===== src/rtl/mcoi_display_driver.sv =====
// mcoi_display_driver
// Front-panel display refresh engine. An 8-row frame buffer is written by the
// status logic. Each row is serialised MSB-first into an external shift chain,
// selected on csel, latched, and then lit for a fixed dwell time, row after row.
module mcoi_display_driver #(
  parameter int WIDTH   = 32,   // bits per row (external chain length), >= 2
  parameter int CLK_DIV = 4,    // clk cycles per sclk half period, >= 1
  parameter int DWELL   = 1000  // clk cycles a row is lit, >= 1
) (
  input  logic             clk,
  input  logic             rst,
  input  logic             enable_i,
  input  logic             wr_en_i,
  input  logic [2:0]       wr_addr_i,
  input  logic [WIDTH-1:0] wr_data_i,
  output logic             frame_done_o,
  output logic             latch,
  output logic             blank,
  output logic [2:0]       csel,
  output logic             sclk,
  output logic             sin
);

  localparam int DIV_W = (CLK_DIV > 1) ? $clog2(CLK_DIV) : 1;
  localparam int BIT_W = $clog2(WIDTH);
  localparam int DW_W  = (DWELL > 1) ? $clog2(DWELL) : 1;

  localparam logic [DIV_W-1:0] DIV_LAST = DIV_W'(CLK_DIV - 1);
  localparam logic [BIT_W-1:0] BIT_LAST = BIT_W'(WIDTH - 1);
  localparam logic [DW_W-1:0]  DW_LAST  = DW_W'(DWELL - 1);
  // Count value one cycle before the final dwell cycle; only consulted when DWELL >= 2.
  localparam logic [DW_W-1:0]  DW_PRE   = DW_W'((DWELL >= 2) ? DWELL - 2 : 0);

  typedef enum logic [2:0] {
    S_IDLE,
    S_SHIFT,
    S_BLANK,
    S_LATCH,
    S_DISPLAY
  } state_t;

  state_t           state_q;
  logic [WIDTH-1:0] buf_q [8];
  logic [2:0]       row_q;
  logic [2:0]       row_d;
  logic [WIDTH-1:0] shreg_q;
  logic [DIV_W-1:0] div_q;
  logic [BIT_W-1:0] bit_q;
  logic [DW_W-1:0]  dw_q;
  logic             blank_q;
  logic             latch_q;
  logic             sclk_q;
  logic             sin_q;
  logic [2:0]       csel_q;
  logic             frame_done_q;

  // Row that follows the current one; the 3-bit add wraps 7 back to 0.
  assign row_d = row_q + 3'd1;

  // Frame buffer: written by the status logic in any state.
  always_ff @(posedge clk) begin
    if (rst) begin
      // NOTE: the buffer must read back as zero straight after reset, so this
      // small register file is cleared explicitly rather than left uninitialised.
      for (int i = 0; i < 8; i++) buf_q[i] <= '0;
    end else if (wr_en_i) begin
      buf_q[wr_addr_i] <= wr_data_i;
    end
  end

  // Refresh sequencer: shift, blank setup, latch pulse, dwell; all outputs registered.
  always_ff @(posedge clk) begin
    if (rst) begin
      // NOTE: every state update here is non-blocking so that the buffer read
      // below sees the pre-write value when a write lands on the snapshot edge.
      state_q      <= S_IDLE;
      row_q        <= '0;
      shreg_q      <= '0;
      div_q        <= '0;
      bit_q        <= '0;
      dw_q         <= '0;
      blank_q      <= 1'b1;
      latch_q      <= 1'b0;
      sclk_q       <= 1'b0;
      sin_q        <= 1'b0;
      csel_q       <= '0;
      frame_done_q <= 1'b0;
    end else begin
      frame_done_q <= 1'b0;
      case (state_q)
        S_IDLE: begin
          blank_q <= 1'b1;
          sclk_q  <= 1'b0;
          latch_q <= 1'b0;
          if (enable_i) begin
            shreg_q <= buf_q[row_q];
            sin_q   <= buf_q[row_q][WIDTH-1];
            div_q   <= '0;
            bit_q   <= '0;
            state_q <= S_SHIFT;
          end
        end

        S_SHIFT: begin
          if (div_q != DIV_LAST) begin
            div_q <= div_q + 1'b1;
          end else begin
            div_q <= '0;
            if (!sclk_q) begin
              sclk_q <= 1'b1;
            end else begin
              // End of the high phase: sclk falls and the next bit is presented.
              sclk_q  <= 1'b0;
              shreg_q <= shreg_q << 1;
              if (bit_q == BIT_LAST) begin
                sin_q   <= 1'b0;
                csel_q  <= row_q;
                state_q <= S_BLANK;
              end else begin
                sin_q <= shreg_q[WIDTH-2];
                bit_q <= bit_q + 1'b1;
              end
            end
          end
        end

        S_BLANK: begin
          if (div_q != DIV_LAST) begin
            div_q <= div_q + 1'b1;
          end else begin
            div_q   <= '0;
            latch_q <= 1'b1;
            state_q <= S_LATCH;
          end
        end

        S_LATCH: begin
          if (div_q != DIV_LAST) begin
            div_q <= div_q + 1'b1;
          end else begin
            div_q        <= '0;
            latch_q      <= 1'b0;
            blank_q      <= 1'b0;
            dw_q         <= '0;
            // With a one-cycle dwell the first display cycle is also the last.
            frame_done_q <= (DWELL == 1) && (row_q == 3'd7);
            state_q      <= S_DISPLAY;
          end
        end

        S_DISPLAY: begin
          if (dw_q != DW_LAST) begin
            dw_q         <= dw_q + 1'b1;
            // Raise the pulse so it coincides with the final dwell cycle of row 7.
            frame_done_q <= (dw_q == DW_PRE) && (row_q == 3'd7);
          end else begin
            row_q   <= row_d;
            blank_q <= 1'b1;
            if (enable_i) begin
              shreg_q <= buf_q[row_d];
              sin_q   <= buf_q[row_d][WIDTH-1];
              div_q   <= '0;
              bit_q   <= '0;
              state_q <= S_SHIFT;
            end else begin
              state_q <= S_IDLE;
            end
          end
        end

        default: begin
          state_q <= S_IDLE;
        end
      endcase
    end
  end

  assign frame_done_o = frame_done_q;
  assign latch        = latch_q;
  assign blank        = blank_q;
  assign csel         = csel_q;
  assign sclk         = sclk_q;
  assign sin          = sin_q;

endmodule


===== config.mk =====
export PLATFORM = sky130hd
export DESIGN_NAME = mcoi_display_driver
export DESIGN_NICKNAME = d
export VERILOG_FILES = /design/src/rtl/mcoi_display_driver.sv
export SDC_FILE = /design/constraint.sdc
export NUM_CORES = 1
export LEC_CHECK = 0
export ABC_AREA = 1
export ABC_CLOCK_PERIOD_IN_PS = 2900
export CAP_MARGIN = 20
export CORE_MARGIN = 4
export CORE_UTILIZATION = 34
export CTS_CLUSTER_SIZE = 20
export DETAILED_ROUTE_END_ITERATION = 8
export SKIP_LAST_GASP = 1
export SYNTH_ARGS = -nofsm -noshare
export SYNTH_HDL_FRONTEND = slang
export SYNTH_SLANG_ARGS = --single-unit
export TNS_END_PERCENT = 100

===== constraint.sdc =====
create_clock -name clk -period 2.9 [get_ports clk]
set_clock_uncertainty 0.15 [all_clocks]
set_input_delay 0.725 -clock clk [delete_from_list [all_inputs] [get_ports clk]]
set_output_delay 0.725 -clock clk [all_outputs]
set_load 0.005 [all_outputs]

==> results of run 1 <==
==> kinds of logic (layout without fill, tap and decap cells) <==
kind of cell	count (synthesis)	count (layout)	share of synthesized area, %
AOI/OAI and AO/OA	274	274	9.45
xor gates and xnor gates	4	4	0.198
adders and majority gates	7	7	0.495
buffers and inverters	420	434	9.76
DFF	321	321	50.8
and+or+nand+nor	1249	1249	29.3
==> layer usage <==
| metal | share of wire, % | track usage (%) | up-vias |
|---|---|---|---|
| li1 | - | - | 7416 |
| met1 | 43 | 25.6 | 7378 |
| met2 | 45 | 29.9 | 630 |
| met3 | 8.1 | 3.47 | 122 |
| met4 | 3.3 | 6.92 | 2 |
| met5 | 0.030 | 0 | - |
==> area by class of cell <==
class,count,area [µm²]
Fill cell,5122,31300
Sequential cell,321,9000
Tap cell,680,851
Clock inverter,19,144
Clock buffer,48,1030
Multi-Input combinational cell,1534,6990
Timing Repair Buffer,100,1120
Inverter,267,1010
==> flip-flops by register name, indices dropped and copies added (netlist names), 2 cells and up, named ones only <==
name,cells
buf_q,256
shreg_q,31
row_q,3
dw_q,10
bit_q,5
div_q,2
csel,3
state_q,3
==> cells in the final DEF (no fill, tap or decap), drive strengths merged <==
cell,instances
clkbuf,48
edfxtp,256
o21bai,2
bufinv,2
nand3,237
nor3,1
clkinv,16
or2,1
o211ai,115
ha,7
nand2,609
a21oi,51
clkinvlp,1
and3,1
nand4,36
xnor2,1
nor4,1
clkdlybuf4s50,46
o22ai,2
o21ai,104
nor2,362
buf,54
dfxtp,65
xor2,3
inv,267
nor3b,1
==> stage by stage <==
stage          utilization (%)  setup WS, ns  area [µm²]
2_1_floorplan                -         0.256       17700
3_3_place_gp              36.9         0.178       19000
3_5_place_dp              36.9         0.193       19000
4_1_cts                   39.2         0.516       20100
5_1_grt                   39.2         0.472       20100
6_report                  39.2         0.543       20100
==> how the worst min path moves through the flow <==
stage	cells after the start	startpoint	slack (ns)	endpoint
final	2	blank$_SDFFE_PP1P_	0.30	blank$_SDFFE_PP1P_
after global routing	2	blank$_SDFFE_PP1P_	0.33	blank$_SDFFE_PP1P_
after CTS	2	blank$_SDFFE_PP1P_	0.30	blank$_SDFFE_PP1P_
after detailed placement	2	blank$_SDFFE_PP1P_	0.29	blank$_SDFFE_PP1P_
after global placement	2	blank$_SDFFE_PP1P_	0.28	blank$_SDFFE_PP1P_
after floorplan	2	blank$_SDFFE_PP1P_	0.29	blank$_SDFFE_PP1P_
==> power by group <==
group	internal [W]	leakage [nW]	switching, W
sequential	0.00547	2.99	0.000251
combinational	0.000981	4.49	0.00205
clock	0.00269	0.580	0.00194
total	0.00914	8.06	0.00425
==> summary.md, run 1 <==
| Metric | Value |
|---|---|
| Fin. Hold Viols | `0` |
| Power, Total | `0.0134 W` |
| Synth cell types | `37` |
| Worst hold path class | `reg -> reg` |
| Placeable core area | `0.0514 mm²` |
| Worst Tran Pin Value | `1.06 ns` |
| Leading area contributor after synthesis | `edfxtp_1` |
| Sum Neg Setup Slack | `0 ns` |
| Most frequent cell after synthesis | `nand2_1` |
| R2R Path Start | `row_q[0]$_SDFFE_PP0P_` |
| Max IR drop VDD | `0.367 mV` |
| # diodes | `0` |
| Root buffer cell | `clkbuf_16` |
| RSZ-0062 raised after global routing | `no` |
| Commonest cells in the netlist | `nand2_1, nor2_1, inv_1` |
| Family with the most delay on the worst path | `buffers and inverters` |
| Post-Syn Area | `0.0177 mm²` |
| Hold_ws | `0.295 ns` |
| H-tree levels | `2` |
| Drt wl/cell | `18.0 µm` |
| DR vias | `15,548` |
| Final setup viols | `0` |
| Cell Count, Final, Fillers Out | `2,969` |
| Skew-Pair Late Insertion Delay | `0.56 ns` |
| Synth async-reset ratio | `0%` |
| Normalized max-slew margin | `29.1%` |
| Initial antenna violation count | `1` |
| Die area | `approximately 0.056 mm²` |
| CP max stage delay | `0.53 ns` |
| Crit-path cells | `clkdlybuf4s50_1` |
| FF+latch count, synth | `321` |
| Remaining DRCs | `0` |
| Critical path data arrival time | `~1.5 ns` |
| Required time of the critical path | `2.03 ns` |
| Warnings, synthesis | `0` |
| Worst Setup EP | `sclk` |
| Avg Cell Area, Syn | `7.77 µm²` |
| LEAKAGE | `8.06 nW` |
| Power Density | `about 660 mW/mm²` |
| Largest net degree at the start of global routing | `196` |
| Die height | `236 µm` |
| Max Cap Viol | `0` |
| Num CTS Buffers | `37` |
| Die width | `236 µm` |
| Vias in the first global route | `14,974` |
| Vias per cell | `5.24` |
| Post-synth EDFFs | `256` |
| CTS sink cnt | `321` |
| Worst-path clk slew | `0.06 ns` |
| Placed Cells | `2,902` |
| Tmin final | `between 2 and 2.5 ns` |
| Post-CTS setup repair buffer count | `0` |
| DPL Wire Length | `31.7 mm` |
| Slowest CP cell | `clkdlybuf4s50_1` |
| R2R cell count | `8` |
| CTS tree | `done` |
| Primary FF master, synth | `edfxtp_1` |
| I/O pin cnt | `47` |
| Initial Utilization | `34.4%` |
| Total GRT Usage | `roughly a fifth` |
| First-pass GRT wire length | `between 80 and 90 mm` |
| CTS Buffer Depth | `3` |
| Nets | `approximately 2,300` |
| Worst path depth | `1` |
| Top-area cell type share of the netlist area | `43.5%` |
| Hold Buf Count CTS | `0` |
| PortBufs | `46` |
| CP Class | `reg -> out` |
| CP startpoint | `sclk$_SDFFE_PP0P_` |
| Max Freq | `424 MHz` |
| Starting DRT DRC Count | `around 1,500` |
| Routability Congestion | `0.824` |
| Count of final max-slew check failures | `0` |
| Layout cell share with drive strength beyond 1 | `6.25%` |
| Final WL | `53.5 mm` |
| Std cell rows | `83` |
| Crit. End Element | `output port` |
| R2r endpoint | `shreg_q[0]$_SDFFE_PP0P_` |
| Synth Net Count | `approximately 2,300` |
| Cts repair resizes | `0` |
| Tcrit/Tclk final | `a little over 80%` |
| R2R setup slack | `0.56 ns` |
| DRT antenna net count | `0` |
| Part of the Yosys area used for sequential elements | `50.8%` |
| Critical path startpoint category | `flip-flop` |
| Area growth, synth to finish | `13.9%` |
| Buf/Inv on CP | `1` |
| Status | `completed` |
| Top post-synthesis cells by area | `edfxtp_1, nand2_1, nor2_1` |
| Crit Path Max Fanout | `5` |
| Total gr overflow | `0` |
| First drt pass iteration count | `5` |
| Syn Inst Count | `2,275` |
Note: power is estimated with default switching activity, not from simulation.
==> run 2, diff against run 1 <==
Settings changed: ABC_CLOCK_PERIOD_IN_PS 2900 to 2300.
Clock period 2.9 ns to 2.3 ns, I/O delays scaled along.
==> run 2 against run 1 <==
Utilization rose by 0.69 points. Cell area up 1.8%. Sequential share of layout area decreased by 0.77 points. Register-to-register slack worse by 0.38 ns. Highest routed layer is now met4. Routed wire length is 0.36% higher. Combinational power grew 29%. Via count grew 1.2%. Hold slack improved by 0.0096 ns.
==> summary.md, run 2 (synthesis gave the netlist of run 1 again) <==
| Metric | Value |
|---|---|
| CTS tree | `done` |
| R2R cell count | `9` |
| Std cell rows | `83` |
| CP Class | `reg -> out` |
| Most common cell after layout, fill and taps aside | `nand2_1` |
| Max Freq | `approximately 450 MHz` |
| Initial antenna violation count | `0` |
| Layout cell share with drive strength beyond 1 | `7.07%` |
| RSZ-0062 raised after global routing | `no` |
| R2R setup slack | `0.18 ns` |
| Max FFs per register | `256` |
| Nets | `2,327` |
| CTS Buffer Depth | `3` |
| Normalized max-slew margin | `a little over half` |
| Internal power | `roughly 0.012 W` |
| Worst path depth | `1` |
| Tmin final | `2.20 ns` |
| DR vias | `15,735` |
| Reg power frac | `between 40% and 50%` |
| Die area | `around 0.056 mm²` |
| Buf/Inv on CP | `1` |
| Tcrit/Tclk final | `95.8%` |
| Total GRT Usage | `18.8%` |
| Worst hold path class | `reg -> reg` |
| Family with the most delay on the worst path | `buffers and inverters` |
| Initial Utilization | `34.4%` |
| R2r endpoint | `shreg_q[20]$_SDFFE_PP0P_` |
| First drt pass iteration count | `6` |
| Required time of the critical path | `1.57 ns` |
| Vias per cell | `5.27` |
| Power Density | `830 mW/mm²` |
| Worst-path clk slew | `about 0.06 ns` |
| Hold Buf Count CTS | `0` |
| First-pass GRT wire length | `84.0 mm` |
| Vias in the first global route | `about 15,000` |
| Count of final max-slew check failures | `0` |
| Sum Neg Setup Slack | `0 ns` |
| Placeable core area | `0.0514 mm²` |
| R2R Path Start | `row_q[0]$_SDFFE_PP0P_` |
| CP startpoint | `sclk$_SDFFE_PP0P_` |
| DPL Wire Length | `around 33 mm` |
| Post-CTS setup repair buffer count | `0` |
| Biggest regs | `buf_q: 256 flops, shreg_q: 31 flops, dw_q: 10 flops` |
| Clk pwr share | `roughly 35%` |
| Worst Tran Pin Value | `0.705 ns` |
| Max Cap Viol | `0` |
| DRT antenna net count | `0` |
| Fin. Hold Viols | `0` |
| Drt wl/cell | `18.0 µm` |
| Layout fillers | `5,090` |
| Final WL | `53.7 mm` |
| Die width | `236 µm` |
| Die height | `236 µm` |
| Root buffer cell | `clkbuf_16` |
| Top reg by flops | `buf_q` |
| H-tree levels | `2` |
| PortBufs | `46` |
| Total gr overflow | `0` |
| Switch share | `31.7%` |
| Final setup viols | `0` |
| I/O pin cnt | `47` |
| Crit Path Max Fanout | `5` |
| CP max stage delay | `0.53 ns` |
| CTS sink cnt | `approximately 320` |
| Worst Setup EP | `sclk` |
| Starting DRT DRC Count | `1,607` |
| Most frequent cells in the layout | `nand2_1, nor2_1, inv_1` |
| Design area | `0.0205 mm²` |
| Largest net degree at the start of global routing | `106` |
| Placed Instance Area | `between 0.015 and 0.02 mm²` |
| Critical path data arrival time | `1.48 ns` |
| Routability Congestion | `0.819` |
| Crit-path cells | `clkdlybuf4s50_1` |
| Remaining DRCs | `0` |
| Status | `completed` |
| Cts repair resizes | `0` |
| Comb pwr share | `23.1%` |
| Critical path startpoint category | `flip-flop` |
| Skew-Pair Late Insertion Delay | `0.56 ns` |
| Slowest CP cell | `clkdlybuf4s50_1` |
| Max IR drop VDD | `0.518 mV` |
| Switching power | `0.00540 W` |
| LEAKAGE | `around 8.2 nW` |
| Num CTS Buffers | `38` |
| Area growth, synth to finish | `15.9%` |
| Crit. End Element | `output port` |
run 2: layout make-up:
cell class / instances / area [µm²] / area share (%)
sequential: 321 / 9000 / 43.9
multi-input combinational: 1534 / 6990 / 34.1
timing repair buffer: 119 / 1460 / 7.12
inverter: 267 / 1010 / 4.92
clock buffer: 44 / 983 / 4.80
tap: 680 / 851 / 4.15
clock inverter: 21 / 200 / 0.977
antenna: 1 / 2.50 / 0.0122
run 2: routing by layer:
| layer | part of all wire (%) | global-route usage [%] |
|---|---|---|
| met4 | 3.0 | 6.80 |
| met1 | 42 | 25.6 |
| met3 | 8.6 | 2.86 |
| met2 | 46 | 30.5 |
| met5 | 0 | 0 |
run 2: metrics by stage:
stage	utilization (%)	hold WS, ns	setup slack [ns]	std cells	power, W
detailed placement	37.6	0.297	-0.216	2921	0.0112
global route	39.9	0.318	0.0345	2986	0.0179
floorplan	-	0.293	0.0955	2275	0.0102
finish	39.9	0.305	0.0973	2987	0.0170
CTS	39.9	0.306	0.0689	2986	0.0171
global placement	37.6	0.290	-0.238	2921	0.0111
run 2: how the worst min path moves through the flow:
stage | from | to | slack (ns) | depth (start not counted)
2_1_floorplan | blank$_SDFFE_PP1P_ | blank$_SDFFE_PP1P_ | 0.29 | 2
3_5_place_dp | blank$_SDFFE_PP1P_ | blank$_SDFFE_PP1P_ | 0.30 | 2
3_3_place_gp | blank$_SDFFE_PP1P_ | blank$_SDFFE_PP1P_ | 0.29 | 2
5_1_grt | blank$_SDFFE_PP1P_ | blank$_SDFFE_PP1P_ | 0.32 | 2
4_1_cts | blank$_SDFFE_PP1P_ | blank$_SDFFE_PP1P_ | 0.31 | 2
6_report | blank$_SDFFE_PP1P_ | blank$_SDFFE_PP1P_ | 0.30 | 2
run 2: power by group through the flow:
| stage | clock network [W] | logic (W) | registers, W |
|---|---|---|---|
| 2_1_floorplan | 0 | 0.00292 | 0.00724 |
| 3_3_place_gp | 0 | 0.00378 | 0.00730 |
| 3_5_place_dp | 0 | 0.00389 | 0.00733 |
| 4_1_cts | 0.00599 | 0.00391 | 0.00721 |
| 5_1_grt | 0.00617 | 0.00444 | 0.00728 |
| 6_report | 0.00588 | 0.00393 | 0.00721 |
==> run 3, diff against run 2 <==
Settings changed: ABC_AREA 1 to unset, REMOVE_ABC_BUFFERS set to 1.
==> run 3 against run 2 <==
Clock power is 1% lower. Utilization is 1.8 points higher. Highest routed layer unchanged. Die area is 6.1% lower. Flip-flop and latch count stayed put. Total power is 18% lower. Register-to-register slack worse by 0.10 ns. First-iteration DRC count is 33% lower. Critical endpoint unchanged. Largest cell class unchanged. Combinational power is 68% lower.
==> summary.md, run 3 <==
| Metric | Value |
|---|---|
| Die height | `229 µm` |
| Worst Setup EP | `sclk` |
| Crit-path cells | `clkdlybuf4s50_1` |
| Warnings, synthesis | `0` |
| CTS tree | `done` |
| Remaining DRCs | `0` |
| # diodes | `0` |
| Largest net degree at the start of global routing | `67` |
| Switching power | `0.00335 W` |
| I/O pin cnt | `47` |
| Area occupied by registers | `0.00900 mm²` |
| Final setup viols | `0` |
| Buf/Inv on CP | `1` |
| Num CTS Buffers | `38` |
| Normalized max-slew margin | `65.4%` |
| Syn Inst Count | `1,201` |
| R2R cell count | `8` |
| CP Class | `reg -> out` |
| Required time of the critical path | `1.57 ns` |
| Most frequent cells in the layout | `and2_1, edfxtp_1, mux4_2` |
| RSZ-0062 raised after global routing | `no` |
| R2r endpoint | `shreg_q[17]$_SDFFE_PP0P_` |
| Reg power frac | `between 40% and 50%` |
| Skew-Pair Late Insertion Delay | `0.56 ns` |
| Starting DRT DRC Count | `1,077` |
| Part of the Yosys area used for sequential elements | `54.3%` |
| Gr busiest metal | `met2` |
| Tcrit/Tclk final | `97.2%` |
| Count of final max-slew check failures | `0` |
| Crit. End Element | `output port` |
| First-pass GRT wire length | `70.6 mm` |
| Hold Buf Count CTS | `0` |
| Worst path depth | `1` |
| Synth cell types | `64` |
| Top reg by flops | `buf_q` |
| Post-Syn Area | `0.0166 mm²` |
| Area growth, synth to finish | `20.5%` |
| Clk pwr share | `41.7%` |
| Worst-path clk slew | `0.06 ns` |
| Placed Instance Area | `0.0186 mm²` |
| R2R Path Start | `row_q[0]$_SDFFE_PP0P_` |
| CTS Buffer Depth | `3` |
| Max IR drop VDD | `0.412 mV` |
| Max Cap Viol | `0` |
| Top post-synthesis cells by area | `edfxtp_1, mux4_2, and2_1` |
| Layout fillers | `4,290` |
| Family with the most delay on the worst path | `buffers and inverters` |
| GR Util met1 | `24.3%` |
| Layout cell share with drive strength beyond 1 | `24.0%` |
| Slowest CP cell | `clkdlybuf4s50_1` |
| Total gr overflow | `0` |
| Worst hold path class | `in -> reg` |
| FF+latch count, synth | `321` |
| Design area | `0.0200 mm²` |
| R2R setup slack | `0.08 ns` |
| Die width | `229 µm` |
| CTS sink cnt | `321` |
| Critical path startpoint category | `flip-flop` |
| Primary FF master, synth | `edfxtp_1` |
| Max FFs per register | `256` |
| Switch share | `24.0%` |
| Power, Total | `0.0139 W` |
| PortBufs | `46` |
| Initial Utilization | `34.5%` |
| Die area | `0.0523 mm²` |
| Post-synth EDFFs | `256` |
| Root buffer cell | `clkbuf_16` |
| Internal power | `~0.011 W` |
| Std cell rows | `80` |
| H-tree levels | `2` |
| Status | `completed` |
| Met3 usage | `3.28%` |
| LEAKAGE | `between 6 and 7 nW` |
| DRT antenna net count | `0` |
| Routability Congestion | `0.796` |
| Worst Tran Pin Value | `around 0.52 ns` |
| Synth async-reset ratio | `0%` |
| CP startpoint | `sclk$_SDFFE_PP0P_` |
| Critical path data arrival time | `1.51 ns` |
| Commonest cells in the netlist | `and2_1, edfxtp_1, mux4_2` |
| Drt wl/cell | `~24 µm` |
| Vias per cell | `5.66` |
| Placeable core area | `about 0.048 mm²` |
| Power Density | `around 700 mW/mm²` |
| DR vias | `10,892` |
| Tmin final | `around 2.2 ns` |
| Comb pwr share | `about 9.1%` |
| DPL Wire Length | `29.0 mm` |
| Avg Cell Area, Syn | `13.8 µm²` |
| Crit Path Max Fanout | `6` |
| CP max stage delay | `0.54 ns` |
| Routing usage on met2 | `28.3%` |
| Max Freq | `447 MHz` |
| Vias in the first global route | `around 11,000` |
| Total GRT Usage | `17.5%` |
| Leading area contributor after synthesis | `edfxtp_1` |
| Fin. Hold Viols | `0` |
| Initial antenna violation count | `0` |
| Top-area cell type share of the netlist area | `46.4%` |
| Biggest regs | `buf_q: 256 flops, shreg_q: 31 flops, dw_q: 10 flops` |
| Final WL | `46.7 mm` |
| First drt pass iteration count | `7` |
| Multi-input gate area | `0.00715 mm²` |
| Nets | `around 1,300` |
[run 3: cell count changes after synthesis, sizes merged, moves of 34 or more]
cell,previous run,this run
nand2,609,54
a311oi,0,34
nand3,237,6
mux4,0,128
o21ai,104,16
inv,265,39
and2,0,256
o211ai,115,22
nor2,362,18
[run 3: layout make-up]
type / instances / area share [%]
Clock buffer: 53 / 5.31
Clock inverter: 17 / 0.696
Inverter: 40 / 0.752
Multi-Input combinational cell: 743 / 35.8
Sequential cell: 321 / 45.1
Tap cell: 615 / 3.86
Timing Repair Buffer: 137 / 8.43
[run 3: kinds of logic after synthesis]
group                    Yosys count  share of synthesized area, %
XOR/XNOR                           2                         0.151
adder cells (fa/ha/maj)            7                         0.529
buffers and inverters            137                          3.63
flip-flops                       321                          54.3
multiplexers                     137                          18.0
AND/OR/NAND/NOR                  385                          13.9
AO/OA/AOI/OAI                    212                          9.53
[run 3: stage by stage]
step	TNS, ns	worst slack [ns]	utilization (%)	std cells	hold slack (ns)
floorplan	-474.15	-3.30	-	1104	0.292
global placement	-38.67	-0.178	38.9	1850	0.306
detailed placement	-40.82	-0.171	38.9	1850	0.326
CTS	0	0.0379	41.4	1920	0.188
global route	0	0.00949	41.6	1926	0.228
finish	0	0.0648	41.6	1926	0.212
[run 3: tightest hold or removal path, delay by kind of cell]
kind	cells	cell delay, ns
buffers and inverters	2	0.16
AND/OR/NAND/NOR	2	0.13
[run 3: how the worst min path moves through the flow]
stage | from | to | slack, ns | cells past startpoint
2_1_floorplan | bit_q[4]$_SDFFE_PP0P_ | bit_q[4]$_SDFFE_PP0P_ | 0.29 | 2
3_3_place_gp | bit_q[4]$_SDFFE_PP0P_ | bit_q[4]$_SDFFE_PP0P_ | 0.31 | 2
3_5_place_dp | bit_q[4]$_SDFFE_PP0P_ | bit_q[4]$_SDFFE_PP0P_ | 0.33 | 2
4_1_cts | rst | frame_done_o$_SDFF_PP0_ | 0.19 | 4
5_1_grt | rst | frame_done_o$_SDFF_PP0_ | 0.23 | 4
6_report | rst | frame_done_o$_SDFF_PP0_ | 0.21 | 4
[run 3: power groups by stage]
stage	sequential (W)	combinational, W	clock (W)
4_1_cts	0.00686	0.00125	0.00592
3_5_place_dp	0.00698	0.00125	0
5_1_grt	0.00690	0.00136	0.00616
2_1_floorplan	0.00691	0.000652	0
6_report	0.00686	0.00127	0.00581
3_3_place_gp	0.00696	0.00124	0
[run 3: what timing repair did]
item / in CTS / in global routing
endpoints found under the setup margin: 0 / 29
setup buffers: 0 / 4
hold endpoints to repair: 0 / 0
resized for setup: 0 / 9
[run 3: layer usage]
layer | vias up | routed length [µm]
li1 | 4823 | -
met1 | 5527 | 20100
met2 | 461 | 22000
met3 | 81 | 3330
met4 | 0 | 1250
met5 | - | 0
